## src/rtl/wb_write_scheduler.sv

```systemverilog
`default_nettype none
// +--------------------------------------------------------------------------+
// | wb_write_scheduler                                                       |
// | Serialises dual-PE writeback results onto one register-file write port.  |
// | Revision: 1.0                                                            |
// +--------------------------------------------------------------------------+
module wb_write_scheduler #(
  parameter int DEPTH  = 4,
  parameter int DATA_W = 32,
  parameter int ADDR_W = 5
) (
  input  logic              clk,
  input  logic              rst,
  input  logic              RegWriteW_PE1,
  input  logic [ADDR_W-1:0] RdW_PE1,
  input  logic [DATA_W-1:0] ResultW_PE1,
  input  logic              RegWriteW_PE2,
  input  logic [ADDR_W-1:0] RdW_PE2,
  input  logic [DATA_W-1:0] ResultW_PE2,
  output logic              StallW,
  output logic              RF_WE,
  output logic [ADDR_W-1:0] RF_A3,
  output logic [DATA_W-1:0] RF_WD,
  output logic              Busy
);

  localparam int PTR_W = $clog2(DEPTH);
  localparam int CNT_W = PTR_W + 1;
  localparam logic [CNT_W-1:0] C_STALL_LVL = CNT_W'(DEPTH - 2);
  localparam logic [PTR_W-1:0] C_PTR_ONE   = PTR_W'(1);

  logic [ADDR_W-1:0] rd_mem   [DEPTH];
  logic [DATA_W-1:0] data_mem [DEPTH];

  logic [PTR_W-1:0] rd_ptr_q, rd_ptr_d;
  logic [PTR_W-1:0] wr_ptr_q, wr_ptr_d;
  logic [CNT_W-1:0] count_q, count_d;

  logic              pe1_ok, pe2_ok, combine, take1, take2, deq;
  logic [1:0]        enq_n;
  logic              slot0_en, slot1_en;
  logic [PTR_W-1:0]  slot0_idx, slot1_idx;
  logic [ADDR_W-1:0] slot0_rd;
  logic [DATA_W-1:0] slot0_data;

  assign Busy   = (count_q != '0);
  assign StallW = (count_q > C_STALL_LVL);
  assign RF_WE  = Busy;
  assign RF_A3  = Busy ? rd_mem[rd_ptr_q]   : '0;
  assign RF_WD  = Busy ? data_mem[rd_ptr_q] : '0;

  always_comb begin
    pe1_ok  = RegWriteW_PE1 && (RdW_PE1 != '0);
    pe2_ok  = RegWriteW_PE2 && (RdW_PE2 != '0);
    // Same destination in one cycle: the younger PE2 result supersedes PE1.
    combine = pe1_ok && pe2_ok && (RdW_PE1 == RdW_PE2);
    take1   = !StallW && pe1_ok && !combine;
    take2   = !StallW && pe2_ok;
    enq_n   = {1'b0, take1} + {1'b0, take2};
    deq     = Busy;

    slot0_en   = take1 || take2;
    slot0_idx  = wr_ptr_q;
    slot0_rd   = take1 ? RdW_PE1     : RdW_PE2;
    slot0_data = take1 ? ResultW_PE1 : ResultW_PE2;
    slot1_en   = take1 && take2;
    slot1_idx  = wr_ptr_q + C_PTR_ONE;

    wr_ptr_d = wr_ptr_q + PTR_W'(enq_n);
    rd_ptr_d = deq ? (rd_ptr_q + C_PTR_ONE) : rd_ptr_q;
    count_d  = count_q + CNT_W'(enq_n) - CNT_W'(deq);
  end

  always_ff @(posedge clk) begin
    if (slot0_en) begin
      rd_mem[slot0_idx]   <= slot0_rd;
      data_mem[slot0_idx] <= slot0_data;
    end
    if (slot1_en) begin
      rd_mem[slot1_idx]   <= RdW_PE2;
      data_mem[slot1_idx] <= ResultW_PE2;
    end
  end

  always_ff @(posedge clk or negedge rst) begin
    if (!rst) begin
      rd_ptr_q <= '0;
      wr_ptr_q <= '0;
      count_q  <= '0;
    end else begin
      rd_ptr_q <= rd_ptr_d;
      wr_ptr_q <= wr_ptr_d;
      count_q  <= count_d;
    end
  end

endmodule
`default_nettype wire

```

## config.mk

```make
export PLATFORM = sky130hd
export DESIGN_NAME = wb_write_scheduler
export DESIGN_NICKNAME = d
export VERILOG_FILES = /design/src/rtl/wb_write_scheduler.sv
export SDC_FILE = /design/constraint.sdc
export NUM_CORES = 1
export LEC_CHECK = 0
export CORE_MARGIN = 5
export CORE_UTILIZATION = 59
export CTS_BUF_LIST = sky130_fd_sc_hd__clkbuf_4 sky130_fd_sc_hd__clkbuf_8 sky130_fd_sc_hd__clkbuf_16
export DETAILED_ROUTE_END_ITERATION = 12
export PLACE_DENSITY = 0.95
export SETUP_SLACK_MARGIN = 0.15
export SLEW_MARGIN = 20
export SYNTH_ARGS = -nofsm -noshare
export SYNTH_HDL_FRONTEND = slang
export SYNTH_SLANG_ARGS = --single-unit
```

## constraint.sdc

```tcl
create_clock -name clk -period 11.48 [get_ports clk]
set_clock_uncertainty 0.1 [all_clocks]
set_input_delay 1.148 -clock clk [delete_from_list [all_inputs] [get_ports clk]]
set_output_delay 1.148 -clock clk [all_outputs]
set_load 0.02 [all_outputs]
```

==> run summary <==
Dpl hpwl: 11.2 mm
Crit path max fanout: 21
Setup TNS: 0 ns
Filler cells: 799
GPL Wtd Cong: 0.754
Netlist cell types: 35
FF-to-FF path depth: 8
Storage cell area: 4620 um2
Met1 wire length: 6.75 mm
Post-cts sizing count: 0
H-tree depth: 4
Achievable Freq: 211 MHz
Critical path launch point type: primary input
Minimum clock period: 4.75 ns
Slowest cell delay on critical path: 0.83 ns
CTS tree: yes
CTS Buf Count: 17
Synth Cell Area: 8090 um2
WL final: 17.9 mm
Multi-input gate area: 3270 um2
Grt ovf: 0
Hold endpoint: count_q[2]
Top_reg_cell synth: edfxtp_1
Number of global-route vias before repair: 5172
DRC: 0
Worst EP required: 11.54 ns
Worst R2R Start: count_q[1]
Pin count of the biggest net entering global routing: 43
Min-Delay Path Class: reg2reg
Register area share after synthesis: 0.571
Final Hold Viols: 0
Post-placement cell count: 731
# rows: 42
Total Routing Usage GR: 0.232
CP Class: in2reg
Number of synthesized flops with an enable pin: 148
Finished Layout Cells: 765
Crit-path slowest cell: o31ai_4
Via density: 5.99
Detail Route Antenna Nets: 0
Placeable Area: 13300 um2
WL met3: 1.05 mm
Critical Path, Cell by Cell: clkdlybuf4s50_1 > nor4_1 > a211oi_1 > a21oi_4 > ha_1 > inv_1 > o31ai_4 > buf_4 > mux2_1
Hold Path Cell Cnt: 1
Starting DRC count in detailed routing: 337
Ports: 118
Post-CTS Setup Bufs: 0
Layout cells sized above 1: 0.353
Die width: 127 um
ANT cells: 0
Syn nets: 542
CTS sink count: 155
Met2 wire len: 9.76 mm
Syn avg cell area: 17.7 um2
Worst-Skew Late Latency: 0.42 ns
Final setup violation count: 0
Reg-to-reg endpoint: data_mem[3][6]
Port bufs: 117
Final slew viol count: 0
CP top delay family: compound AO/OA/AOI/OAI gates
Post-synth ARST share: 0.0452
RSZ-0062 raised after global routing: no
Hold_sp: count_q[2]
Cell count after synthesis: 457
Yosys warns: 0
Die height: 127 um
CTS max path bufs: 2
Clock transition at the registers of the reported paths: 0.06 ns
First-pass GRT wire length: 28.3 mm
First-pass iteration count of the detailed router: 4
Total Power: 2.72 mW
Period utilisation layout: 0.413
Status: finished, final reports clean
Worst path bufs/invs: 3
Worst-Margin Slew: 1.08 ns
Power density over the cells: 273 nW/um2
Max-slew headroom: 0.277
Crit. End Element: register
Peak VDD IR: 0.000152 V
Min Hold Slack: 0.421 ns
Leakage dissipation: 3.44 nW
Root Driver: clkbuf_16
Number of max-cap violations: 0
Hold Buf Count CTS: 0
Area grow syn2layout: 23.2%
Seq cells post-synth: 155
DIE AREA: 16200 um2
Initial antenna violation count: 0
Initial core utilization: 0.606
Avg WL per Cell: 23.3 um
DR top layer: met4
Final nets: 661
R2R Setup Slk: 7.65 ns
Routed via count: 4583
Worst Path Arrival: 4.81 ns
## worst max-delay path by stage
stage          startpoint               to  slack [ns]  cells after the start
2_1_floorplan  RdW_PE2[0]   data_mem[1][0]        5.81                      6
4_1_cts        RdW_PE2[2]   data_mem[3][6]        6.72                      9
5_1_grt        RdW_PE2[2]  data_mem[3][19]        6.49                      9
3_5_place_dp   RdW_PE2[0]     rd_mem[3][1]        6.37                      9
3_3_place_gp   RdW_PE2[0]  data_mem[3][31]        6.55                      9
6_report       RdW_PE2[2]   data_mem[3][6]        6.73                      9
## through the flow
stage	setup WS, ns	util	cell area (um2)
2_1_floorplan	5.81	-	8090
3_3_place_gp	6.55	0.704	9400
3_5_place_dp	6.37	0.704	9400
4_1_cts	6.72	0.745	9950
5_1_grt	6.49	0.747	9970
6_report	6.73	0.747	9970
## registers in the layout, summed over array words and instances (netlist names)
| name | count |
|---|---|
| count_q | 3 |
| data_mem | 128 |
| rd_mem | 20 |
| rd_ptr_q | 2 |
| slot0_idx | 2 |
## cell type report
type | instances | share of cell area
clock buffers | 29 | 0.0536
inverters | 11 | 0.00414
multi-input cells | 263 | 0.328
clock inverters | 3 | 0.00176
repair buffers | 128 | 0.127
well taps | 176 | 0.0221
flip-flops and latches | 155 | 0.464
## cells in the mapped netlist (3+ instances only)
| cell | n | area share |
|---|---|---|
| a211oi_1 | 3 | 0.0028 |
| inv_1 | 11 | 0.0051 |
| edfxtp_1 | 148 | 0.55 |
| and2_1 | 37 | 0.029 |
| xnor2_1 | 8 | 0.0087 |
| xor2_1 | 3 | 0.0032 |
| buf_12 | 3 | 0.0074 |
| ha_1 | 6 | 0.0093 |
| buf_4 | 4 | 0.0037 |
| nand2_1 | 3 | 0.0014 |
| mux2_4 | 30 | 0.056 |
| buf_6 | 4 | 0.0056 |
| clkbuf_1 | 8 | 0.0037 |
| mux4_2 | 37 | 0.10 |
| mux2_1 | 32 | 0.045 |
| dfrtp_1 | 7 | 0.022 |
| mux2_2 | 86 | 0.12 |
| buf_2 | 6 | 0.0037 |
| buf_1 | 3 | 0.0014 |
## report_power, final
group	switching, mW	total, mW	internal, mW
logic	0.598	1.24	0.637
registers	0.107	0.961	0.855
clock network	0.207	0.521	0.314
total	0.911	2.72	1.81
## cell families after synthesis
group | Yosys count | synth area share
AND/OR/NAND/NOR | 49 | 0.0374
multiplexers | 185 | 0.323
buffers and inverters | 39 | 0.0306
flip-flops | 155 | 0.571
XOR/XNOR | 11 | 0.0119
adder cells (fa/ha/maj) | 7 | 0.0118
AO/OA/AOI/OAI | 11 | 0.0142
## metal layers
| metal | vias up | global-route usage |
|---|---|---|
| met3 | 25 | 0.0559 |
| met5 | - | 0 |
| met4 | 0 | 0.0883 |
| met1 | 2364 | 0.271 |
| li1 | 2045 | - |
| met2 | 149 | 0.413 |
## cell usage in the layout (no fill, tap or decap), types with 2 or more instances in the layout
master	Yosys	layout
clkinv_2	0	2
clkbuf_16	0	17
nand2_1	3	3
o21ai_4	1	2
edfxtp_1	148	148
clkbuf_4	0	9
xnor2_1	8	8
clkdlybuf4s50_1	0	117
a211oi_4	0	2
buf_6	4	2
dfrtp_1	7	5
dfrtp_2	0	2
and2_1	37	37
mux4_2	37	37
mux2_4	30	30
buf_4	4	9
o31ai_4	1	2
inv_1	11	11
ha_1	6	6
mux2_1	32	32
clkbuf_8	0	3
mux2_2	86	86
xor2_1	3	3
nand3_1	2	2
or3_1	2	2
## worst register-to-register path, cell delays in order (launching register included)
cell and delay [ns]:
dfrtp_1 0.41, a21oi_1 0.41, o211ai_2 0.19, a21oi_4 0.32
ha_1 0.31, inv_1 0.13, o31ai_4 0.83, buf_4 0.48
mux2_1 0.40
(Power assumes the default switching activity.)
